[config.mk]
export PLATFORM = sky130hd
export DESIGN_NAME = regfile_2r1w
export DESIGN_NICKNAME = d
export VERILOG_FILES = /design/src/rtl/regfile_pkg.sv /design/src/rtl/regfile_init_seq.sv /design/src/rtl/regfile_2r1w.sv
export SDC_FILE = /design/constraint.sdc
export NUM_CORES = 1
export LEC_CHECK = 0
export ABC_AREA = 1
export BUFFER_PORTS_ARGS = -buffer_cell sky130_fd_sc_hd__buf_2
export CAP_MARGIN = 40
export CORE_MARGIN = 5
export CORE_UTILIZATION = 55
export CTS_CLUSTER_DIAMETER = 40
export DETAILED_ROUTE_END_ITERATION = 8
export PLACE_DENSITY = 0.74
export RECOVER_POWER = 100
export SETUP_SLACK_MARGIN = 0.4
export SYNTH_ARGS = -nofsm -noshare
export SYNTH_HDL_FRONTEND = slang
export SYNTH_SLANG_ARGS = --single-unit
[constraint.sdc]
create_clock -name clk -period 3.7 [get_ports clk]
set_input_delay 1.11 -clock clk [delete_from_list [all_inputs] [get_ports clk]]
set_output_delay 1.11 -clock clk [all_outputs]
set_load 0.01 [all_outputs]
[src/rtl/regfile_pkg.sv]
// Shared types and helpers for the regfile_2r1w register file.
// The initialisation sweep's FSM states and the address-width calculation.
package regfile_pkg;

  typedef enum logic [0:0] {
    IDLE  = 1'b0,
    SWEEP = 1'b1
  } sweep_state_t;

  // DEPTH is a power of two >= 2, so this is never below 1.
  function automatic int calc_aw(input int depth);
    return (depth < 2) ? 1 : $clog2(depth);
  endfunction

endpackage

[src/rtl/regfile_init_seq.sv]
// Init sweep sequencer for regfile_2r1w: walks every address once, writing
// INIT_VAL, and raises busy during the walk and a one-cycle done at the end.
module regfile_init_seq
  import regfile_pkg::*;
#(
  parameter int              WIDTH    = 8,
  parameter int              DEPTH    = 8,
  parameter logic [WIDTH-1:0] INIT_VAL = '0,
  localparam int             AW       = calc_aw(DEPTH)
) (
  input  logic             clk,
  input  logic             clr,
  input  logic             init_req,
  output logic             busy,
  output logic             done,
  output logic             sweep_we,
  output logic [AW-1:0]    sweep_addr,
  output logic [WIDTH-1:0] sweep_data
);

  localparam logic [AW-1:0] LAST_IDX = AW'(DEPTH - 1);

  sweep_state_t    state_reg, state_next;
  logic [AW-1:0]   idx_reg, idx_next;
  logic            done_reg, done_next;

  always_ff @(posedge clk or posedge clr) begin
    if (clr) begin
      state_reg <= IDLE;
      idx_reg   <= '0;
      done_reg  <= 1'b0;
    end else begin
      state_reg <= state_next;
      idx_reg   <= idx_next;
      done_reg  <= done_next;
    end
  end

  // init_req is only looked at in IDLE, so holding it high re-arms a sweep
  // on the cycle right after done.
  always_comb begin
    state_next = state_reg;
    idx_next   = idx_reg;
    done_next  = 1'b0;
    case (state_reg)
      IDLE: begin
        if (init_req) begin
          state_next = SWEEP;
          idx_next   = '0;
        end
      end
      SWEEP: begin
        idx_next = idx_reg + AW'(1);
        if (idx_reg == LAST_IDX) begin
          state_next = IDLE;
          done_next  = 1'b1;
        end
      end
      default: state_next = IDLE;
    endcase
  end

  assign busy       = (state_reg == SWEEP);
  assign done       = done_reg;
  assign sweep_we   = busy;
  assign sweep_addr = idx_reg;
  assign sweep_data = INIT_VAL;

endmodule

[src/rtl/regfile_2r1w.sv]
// One-write, two-registered-read register file with an init sweep.
// Define REGFILE_BYPASS_EN for write-first forwarding on same-edge collisions.
module regfile_2r1w
  import regfile_pkg::*;
#(
  parameter int              WIDTH    = 8,
  parameter int              DEPTH    = 8,
  parameter logic [WIDTH-1:0] INIT_VAL = '0,
  localparam int             AW       = calc_aw(DEPTH)
) (
  input  logic             clk,
  input  logic             clr,
  input  logic             we,
  input  logic [AW-1:0]    waddr,
  input  logic [WIDTH-1:0] wdata,
  input  logic             re,
  input  logic [AW-1:0]    ra_addr,
  input  logic [AW-1:0]    rb_addr,
  output logic [WIDTH-1:0] qa,
  output logic [WIDTH-1:0] qb,
  input  logic             init_req,
  output logic             busy,
  output logic             done
);

  logic             sweep_we;
  logic [AW-1:0]    sweep_addr;
  logic [WIDTH-1:0] sweep_data;

  regfile_init_seq #(
    .WIDTH    (WIDTH),
    .DEPTH    (DEPTH),
    .INIT_VAL (INIT_VAL)
  ) u_init_seq (
    .clk        (clk),
    .clr        (clr),
    .init_req   (init_req),
    .busy       (busy),
    .done       (done),
    .sweep_we   (sweep_we),
    .sweep_addr (sweep_addr),
    .sweep_data (sweep_data)
  );

  // The sweep owns the write port while busy; user writes are dropped then.
  logic             wr_en;
  logic [AW-1:0]    wr_addr;
  logic [WIDTH-1:0] wr_data;

  assign wr_en   = sweep_we | (we & ~busy);
  assign wr_addr = sweep_we ? sweep_addr : waddr;
  assign wr_data = sweep_we ? sweep_data : wdata;

  // Reset clears to zero rather than INIT_VAL, so this is a flop array.
  logic [WIDTH-1:0] mem [DEPTH];

  always_ff @(posedge clk or posedge clr) begin
    if (clr) begin
      for (int i = 0; i < DEPTH; i++) mem[i] <= '0;
    end else if (wr_en) begin
      mem[wr_addr] <= wr_data;
    end
  end

  // Port 0 is A, port 1 is B; each does its own collision compare.
  for (genvar gi = 0; gi < 2; gi++) begin : g_port
    logic [AW-1:0]    addr;
    logic [WIDTH-1:0] rd_val;
    logic [WIDTH-1:0] q_reg;

    assign addr = (gi == 0) ? ra_addr : rb_addr;

`ifdef REGFILE_BYPASS_EN
    assign rd_val = (wr_en && (wr_addr == addr)) ? wr_data : mem[addr];
`else
    assign rd_val = mem[addr];
`endif

    always_ff @(posedge clk or posedge clr) begin
      if (clr)     q_reg <= '0;
      else if (re) q_reg <= rd_val;
    end
  end

  assign qa = g_port[0].q_reg;
  assign qb = g_port[1].q_reg;

endmodule

==> Word-level counts from Yosys, hierarchy flattened <==
Cells that the tools add are included.
{ "op_classes": {"add_sub_neg": 1, "mul": 0, "n_div": 0, "n_lt_le_gt_ge": 4, "eq_ne": 2, "shift": 0, "n_mux": 18, "bitwise": 6, "reduce_logical": 1} }
{ "ops": {"columns": ["cell", "n"], "rows": [
  ["$bwmux W64", 1],
  ["$bmux W8 S3", 2],
  ["$mux W8", 6],
  ["$demux W8 S3", 1],
  ["$ge A4 B4 Y1 const B", 3],
  ["$not A3 Y4", 3],
  ["$mux W3", 2],
  ["$pmux W3 S2", 1],
  ["$lt A4 B1 Y1 const B", 1],
  ["$mux W1", 4],
  ["$add A3 B1 Y3 const B", 1],
  ["$eq A3 B3 Y1 const B", 1],
  ["$ne A2 B2 Y1 const B", 1],
  ["$pmux W1 S2", 1],
  ["$and A1 B1 Y1", 1],
  ["$logic_and A1 B1 Y1", 1],
  ["$not A1 Y1", 1],
  ["$or A1 B1 Y1", 1]
]} }
{ "totals": {"reg_bits": 85, "latchBits": 0, "ram_bits": 0, "romBits": 0, "inputBits": 22, "output_inout_bits": 18, "memories": 0} }

==> Depth between registers and ports, before layout <==
Gate-level depths: netlist of the first run.
{ "depth": {"word_depth": 7, "depth_mapped": 10, "mapped_depth_nobuf": 8} }

==> Modules after synthesis <==
From an unflattened synthesis of the first run, not the netlist that was laid out.
{ "hier_totals": {"hier_cells": 683, "area_unflattened_um2": 4972.3} }
{ "by_module_without_submodules": {"columns": ["mod", "instances", "cells_per_inst", "area_each_um2", "seq_area_each_um2"], "rows": [
  ["regfile_2r1w", 1, 651, 4692.0, 2001.9],
  ["regfile_init_seq", 1, 32, 280.3, 125.1]
]} }

==> Worst setup path after synthesis of the first run <==
No wires, ideal clock.
{ "synth_timing": {"path_kind": "input -> register", "start": "in rb_addr[0]", "end": "reg g_port[1].q_reg[1], in the netlist qb[1]", "setup_ns": 0.118, "arrival_ns": 1.938, "slack_ns": 1.644, "path_stages": 8, "cell_sequence": "clkbuf_1 -> inv_1 -> clkbuf_1 -> nand2_1 -> nand3_1 -> nand3_1 -> nand3_1 -> nand2_1"} }
{ "synth_between": {"elab_chain_len": 4} }
{ "synth_rtl": {"columns": ["element", "line_no", "text"], "rows": [
  ["start, declared", "regfile_2r1w.sv:18", "input logic [AW-1:0] rb_addr,"],
  ["$not A3 Y4 (implied by the code)", "regfile_2r1w.sv:76", "assign rd_val = mem[addr];"],
  ["$bmux W8 S3", "regfile_2r1w.sv:76", null],
  ["$mux W8 (implied by the code) (2 in a row)", "regfile_2r1w.sv:76", null],
  ["end signal, assigned", "regfile_2r1w.sv:81", "else if (re) q_reg <= rd_val;"],
  ["end, declared", "regfile_2r1w.sv:69", "logic [WIDTH-1:0] q_reg;"]
]} }
Every way passes these cells. The select of a mux whose other input is x is not followed.
A chain may end at the register's enable or synchronous reset.

==> Worst setup path after layout of the first run <==
{ "layout_timing": {"start": "reg u_init_seq.state_reg, in the netlist u_init_seq.busy", "end": "reg mem[44] (netlist bit)"} }
{ "layout_between": {"elab_chain_len": 7} }
{ "layout_rtl": {"columns": ["element", "line_no", "text"], "rows": [
  ["start, declared", "regfile_init_seq.sv:23", "sweep_state_t state_reg, state_next;"],
  ["start signal, assigned", "regfile_init_seq.sv:33", "state_reg <= state_next;"],
  ["$mux W3", "regfile_2r1w.sv:51", "assign wr_addr = sweep_we ? sweep_addr : waddr;"],
  ["$not A3 Y4 (implied by the code)", "regfile_2r1w.sv:61", "mem[wr_addr] <= wr_data;"],
  ["$ge A4 B4 Y1 (implied by the code) or $lt A4 B1 Y1 (tied branches)", "regfile_2r1w.sv:61", null],
  ["$logic_and A1 B1 Y1 (implied by the code)", "regfile_2r1w.sv:61", null],
  ["$mux W8 (implied by the code)", "regfile_2r1w.sv:61", null],
  ["$demux W8 S3", "regfile_2r1w.sv:61", null],
  ["$bwmux W64", "regfile_2r1w.sv:61", null],
  ["end signal, assigned by index", "regfile_2r1w.sv:61", null],
  ["end, declared", "regfile_2r1w.sv:55", "logic [WIDTH-1:0] mem [DEPTH];"]
]} }
Parallel ways exist; a longest one is shown, timed or not.

==> flow_metrics.py, run 1 <==
metrics = {
    "global_route": {
        "grt-busiest-layer": "met1",
        "gr_usage_total": 0.259,
        "grt_max_degree": 60,
        "grt_overflow_total": 0,
        "antenna_found_initial": 0,
        "grt.met2_usage": 0.372,
        "grt_use_met3": 0.0474,
        "grt_pass1_wl_um": 20700,
        "first_global_vias": 3891,
        "gr-usage-met1": 0.390,
    },
    "cells_and_area": {
        "fin_area_mm2": 0.00504,
        "antenna_cells_inserted": 0,
        "fin_nets": 698,
        "fraction_of_layout_instances_using_a_drive_strength_above_1": 0.0810,
        "most-common-layout-cells": "251 x sky130_fd_sc_hd__nand2_1, 112 x sky130_fd_sc_hd__nand3_1, 85 x sky130_fd_sc_hd__dfrtp_1",
        "layout.cells.most_common": "sky130_fd_sc_hd__nand2_1",
        "instances_no_fill": 784,
        "multi_input_area_mm2": 0.00201,
        "registers.top_by_ff_count": "mem",
        "largest_reg_flops": 64,
        "ff_latch_area_mm2": 0.00213,
        "finalCoreUtilization": 0.608,
        "nFillCells": 764,
        "area.growth.synth_to_final_pct": 6.72,
    },
    "placed_design": {
        "placedInstanceArea_mm2": 0.00494,
        "detailedPlacementHpwl_um": 8860,
        "numPlacedInstances": 768,
        "gp_congestion": 0.888,
        "io_buffers": 39,
    },
    "worst_setup_path": {
        "timing.critical_path.slowest_cell_delay_ps": 840,
        "crit_buf_inv": 2,
        "worst_setup_path_end_kind": "flop",
        "cp.arrival_ps": 2990,
        "setup.worst_path.class": "reg2reg",
        "critical_path.top_delay_family": "simple AND/OR/NAND/NOR gates",
        "worstPathCellList": "clkinvlp_2 -> nand2_1 -> nand2_4 -> inv_1 -> nand2_2 -> nor2_1 -> o21ai_0",
        "crit_fanout": 16,
        "timing.critical_path.required_ps": 3900,
        "critical-path-slowest-cell": "sky130_fd_sc_hd__nor2_1",
        "cp-start-kind": "flop",
    },
    "timing": {
        "fmax_mhz": 358,
        "maxSlewHeadroom": 0.162,
        "min_period_over_period": 0.754,
        "final_clock_skew_ps": 8.01,
        "worst_pin_slew_ps": 1250,
        "post-route-min-period_ps": 2790,
        "maxSlewViolCount": 0,
        "grt_setup_unrepaired": "false",
        "totalNegativeSetupSlack_ps": 0,
        "total_count_of_hold_check_failures_in_the_final_report": 0,
        "setup_violations": 0,
    },
    "yosys": {
        "ys_types": 22,
        "ys_seq_elements": 85,
        "yosysSeqAreaShare": 0.450,
        "syn-mean-instance-area_um2": 7.24,
        "syn_inst": 653,
        "syn-num-nets": 677,
        "synthesis.yosys.warnings": 0,
        "netlist_area_before_placement_mm2": 0.00473,
    },
    "floorplan": {
        "start_util": 0.569,
        "io-pin-count": 40,
        "die_width_um": 103,
        "placementRows": 33,
        "die_area_mm2": 0.0105,
        "die_height_um": 103,
        "fp.coreArea_mm2": 0.00830,
    },
    "routing": {
        "initialDrtViolationCount": 355,
        "drt.antenna.violating_nets": 0,
        "routed_via_density": 5.47,
        "first_pass_iters": 5,
        "routed-via-count": 4288,
        "drc": 0,
        "drt_wl_total_um": 12700,
        "avgRoutedWirePerCell_um": 16.2,
    },
    "status": {
        "status": "complete, no violations",
    },
    "hold_path": {
        "class_of_the_tightest_hold_or_removal_check": "reg2reg",
    },
    "clock_tree": {
        "register_clock_pin_slew_on_the_reported_worst_setup_and_hold_paths_ps": 90,
        "skew_pair_late_insertion_delay_ps": 360,
        "cts_buffer_depth": 2,
        "htree_levels": 3,
        "numClockSinks": 85,
        "cts_resized": 0,
        "cts-hold-fix-buffers": 0,
        "post_cts.repair.setup_buffers": 0,
        "numCtsBuffers": 9,
        "master_cell_of_the_clock_root_buffer": "sky130_fd_sc_hd__clkbuf_8",
        "cts_tree": "done",
    },
    "pwr": {
        "pwr-share-comb": 0.399,
        "clock_power_share": 0.203,
        "net-switching-power_w": 0.00146,
        "leakage_power_total_nw": 2.65,
        "power_density_mw_per_mm2": 658,
        "internal_power_w": 0.00186,
        "power_switching_share": 0.440,
        "max-vdd-ir-drop_mv": 0.471,
        "share_seq_of_total_power": 0.398,
    },
    "job": {
        "cap_violations": 0,
    },
}
-- layout make-up --
class,instances,share of cell area
clock buffers,9,0.0246
well taps,105,0.0260
flip-flops and latches,85,0.422
repair buffers,44,0.0491
inverters,88,0.0660
multi-input cells,446,0.398
clock inverters,7,0.0146
-- final timing paths --
check	start	endpoint	slack, ps	cells past startpoint
setup / recovery	u_init_seq.busy	mem[44]	910	7
hold / removal	qa[5]	qa[5]	490	2
setup reg to reg	u_init_seq.busy	mem[44]	910	7
hold reg to reg	qa[5]	qa[5]	490	2
max in group asynchronous	clr	mem[6]	1870	3
min in group asynchronous	clr	mem[60]	1000	2
-- stage by stage --
stage               total power [W]  worst slack (ps)  hold slack, ps
floorplan                   0.00249              1610             459
global placement            0.00276              1200             458
detailed placement          0.00280              1290             462
CTS                         0.00347              1320             485
global route                0.00357               667             506
finish                      0.00332               910             485
-- cell families after synthesis --
family                   synth area share
buffers and inverters               0.111
AO/OA/AOI/OAI                      0.0723
adder cells (fa/ha/maj)           0.00529
flip-flops                          0.450
AND/OR/NAND/NOR                     0.361
-- per-layer routing --
metal / vias up / wire length [um]
met5: - / 0
met4: 0 / 332
met3: 25 / 1030
met2: 182 / 5360
met1: 2009 / 6000
li1: 2072 / -
-- power groups by stage --
stage	sequential, W	clock, W	combinational [W]
2_1_floorplan	0.00131	0	0.00118
3_3_place_gp	0.00133	0	0.00144
3_5_place_dp	0.00134	0	0.00146
4_1_cts	0.00132	0.000687	0.00147
5_1_grt	0.00135	0.000724	0.00149
6_report	0.00132	0.000674	0.00132
-- cells in the mapped netlist --
library cell | instances | area, um^2
sky130_fd_sc_hd__nand2_1 | 241 | 905
sky130_fd_sc_hd__nor2_4 | 2 | 22.5
sky130_fd_sc_hd__o21ai_1 | 39 | 195
sky130_fd_sc_hd__inv_1 | 83 | 312
sky130_fd_sc_hd__nand2_2 | 10 | 62.6
sky130_fd_sc_hd__inv_4 | 1 | 6.26
sky130_fd_sc_hd__buf_1 | 3 | 11.3
sky130_fd_sc_hd__buf_2 | 9 | 45.0
sky130_fd_sc_hd__o21ai_0 | 26 | 130
sky130_fd_sc_hd__inv_2 | 4 | 15.0
sky130_fd_sc_hd__nor2_8 | 4 | 80.1
sky130_fd_sc_hd__nor2_2 | 2 | 12.5
sky130_fd_sc_hd__buf_4 | 2 | 15.0
sky130_fd_sc_hd__nor2_1 | 3 | 11.3
sky130_fd_sc_hd__nand2_4 | 3 | 33.8
sky130_fd_sc_hd__clkbuf_1 | 14 | 52.6
sky130_fd_sc_hd__ha_1 | 2 | 25.0
sky130_fd_sc_hd__o21ai_4 | 1 | 16.3
sky130_fd_sc_hd__buf_6 | 6 | 67.6
sky130_fd_sc_hd__dfrtp_1 | 85 | 2130
sky130_fd_sc_hd__nand3_1 | 112 | 561
sky130_fd_sc_hd__nand2_8 | 1 | 20.0
-- worst min-delay path, cell delays in order, from the launching register on --
cell                      delay (ps)
sky130_fd_sc_hd__dfrtp_1         350
sky130_fd_sc_hd__nand2_1          50
sky130_fd_sc_hd__nand2_1          50
Note: power is estimated with default switching activity, not from simulation.
==> run 2, diff against run 1 <==
Clock period 3.7 ns to 2.85 ns, I/O delays scaled along.
==> flow_metrics.py, run 2 (synthesized netlist as in run 1, its figures left out) <==
metrics = {
    "cells_and_area": {
        "largest_reg_flops": 64,
        "registers.top_by_ff_count": "mem",
        "most-common-layout-cells": "250 x sky130_fd_sc_hd__nand2_1, 112 x sky130_fd_sc_hd__nand3_1, 85 x sky130_fd_sc_hd__dfrtp_1",
        "multi_input_area_mm2": 0.00201,
        "ff_latch_area_mm2": 0.00213,
        "area.growth.synth_to_final_pct": 6.62,
        "nFillCells": 754,
        "layout.cells.most_common": "sky130_fd_sc_hd__nand2_1",
        "fraction_of_layout_instances_using_a_drive_strength_above_1": 0.0881,
        "fin_nets": 700,
        "antenna_cells_inserted": 0,
    },
    "floorplan": {
        "fp.coreArea_mm2": 0.00830,
        "die_height_um": 103,
        "placementRows": 33,
        "die_width_um": 103,
        "io-pin-count": 40,
        "start_util": 0.569,
        "die_area_mm2": 0.0105,
    },
    "clock_tree": {
        "register_clock_pin_slew_on_the_reported_worst_setup_and_hold_paths_ps": 90,
        "post_cts.repair.setup_buffers": 0,
        "master_cell_of_the_clock_root_buffer": "sky130_fd_sc_hd__clkbuf_8",
        "cts_buffer_depth": 2,
        "skew_pair_late_insertion_delay_ps": 370,
        "cts_tree": "done",
        "cts_resized": 0,
        "cts-hold-fix-buffers": 0,
        "numClockSinks": 85,
        "numCtsBuffers": 9,
        "htree_levels": 3,
    },
    "global_route": {
        "grt.met2_usage": 0.399,
        "grt_overflow_total": 0,
        "gr-usage-met1": 0.373,
        "first_global_vias": 4147,
        "grt_use_met3": 0.0352,
        "antenna_found_initial": 0,
        "gr_usage_total": 0.261,
        "grt-busiest-layer": "met2",
        "grt_pass1_wl_um": 21100,
        "grt_max_degree": 86,
    },
    "routing": {
        "avgRoutedWirePerCell_um": 16.1,
        "drc": 0,
        "drt.antenna.violating_nets": 0,
        "routed_via_density": 5.52,
        "routed-via-count": 4335,
        "first_pass_iters": 5,
        "initialDrtViolationCount": 430,
        "drt_wl_total_um": 12700,
    },
    "pwr": {
        "leakage_power_total_nw": 2.65,
        "pwr-share-comb": 0.395,
        "power_density_mw_per_mm2": 862,
        "totalPowerFinal_w": 0.00434,
        "max-vdd-ir-drop_mv": 0.608,
        "share_seq_of_total_power": 0.398,
        "net-switching-power_w": 0.00191,
        "internal_power_w": 0.00243,
        "power_switching_share": 0.440,
        "clock_power_share": 0.208,
    },
    "timing": {
        "min_period_over_period": 0.794,
        "final_clock_skew_ps": 12.8,
        "post-route-min-period_ps": 2260,
        "worst_pin_slew_ps": 885,
        "total_count_of_hold_check_failures_in_the_final_report": 0,
        "maxSlewHeadroom": 0.410,
        "grt_setup_unrepaired": "false",
        "totalNegativeSetupSlack_ps": 0,
        "setup_violations": 0,
        "fmax_mhz": 442,
        "maxSlewViolCount": 0,
    },
    "worst_setup_path": {
        "crit_fanout": 17,
        "cp-start-kind": "input pin",
        "worstPathCellList": "clkbuf_1 -> inv_1 -> nand3_1 -> nand3_1 -> nand3_1 -> nand2_1",
        "timing.critical_path.slowest_cell_delay_ps": 640,
        "worst_setup_path_end_kind": "flop",
        "critical-path-slowest-cell": "sky130_fd_sc_hd__clkbuf_1",
        "setup.worst_path.class": "in2reg",
        "timing.critical_path.required_ps": 3110,
        "cp.arrival_ps": 2520,
        "crit_path_frequent_cell": "sky130_fd_sc_hd__nand3_1",
    },
    "job": {
        "cap_violations": 0,
    },
    "placed_design": {
        "gp_congestion": 0.914,
        "detailedPlacementHpwl_um": 8530,
        "io_buffers": 39,
    },
    "status": {
        "status": "complete, no violations",
    },
    "hold_path": {
        "class_of_the_tightest_hold_or_removal_check": "reg2reg",
    },
}
==> run 2: area by class of cell <==
| class | count | share of cell area |
|---|---|---|
| clock buffers | 10 | 0.0273 |
| flip-flops and latches | 85 | 0.422 |
| clock inverters | 6 | 0.0142 |
| inverters | 88 | 0.0663 |
| multi-input cells | 446 | 0.398 |
| repair buffers | 46 | 0.0459 |
| well taps | 105 | 0.0261 |
==> run 2: layer usage <==
metal / vias up / wire, um / part of all wire
li1: 2080 / - / -
met1: 2021 / 5560 / 0.44
met2: 199 / 5780 / 0.46
met3: 35 / 958 / 0.075
met4: 0 / 396 / 0.031
met5: - / 0 / 0
==> run 2: critical path, delay by kind of cell <==
family                 cells  cell delay, ps
and+or+nand+nor            4             480
buffers and inverters      2            1170
==> run 2: power by group through the flow <==
stage	sequential, W	combinational [W]	clock, W
floorplan	0.00170	0.00154	0
global placement	0.00173	0.00185	0
detailed placement	0.00174	0.00191	0
CTS	0.00172	0.00192	0.000912
global route	0.00177	0.00194	0.000966
finish	0.00173	0.00171	0.000902
==> run 2: final timing paths <==
| kind | start | end | slack (ps) | cells after the start |
|---|---|---|---|---|
| min | qa[3] | qa[3] | 490 | 2 |
| max | rb_addr[1] | qb[4] | 590 | 6 |
| max reg2reg | u_init_seq.busy | mem[61] | 610 | 7 |
| min in group asynchronous | clr | mem[28] | 630 | 3 |
| max in group asynchronous | clr | mem[50] | 1890 | 3 |
| min reg2reg | qa[3] | qa[3] | 490 | 2 |
==> run 2: per-stage QoR <==
stage | instance area [um^2] | utilization | setup slack (ps) | hold WS (ps) | cells
finish | 5040 | 0.607 | 587 | 487 | 786
global route | 5040 | 0.607 | 392 | 510 | 786
CTS | 5140 | 0.619 | 710 | 488 | 786
detailed placement | 4930 | 0.594 | 719 | 464 | 770
global placement | 4930 | 0.594 | 774 | 461 | 770
floorplan | 4730 | - | 1020 | 459 | 653
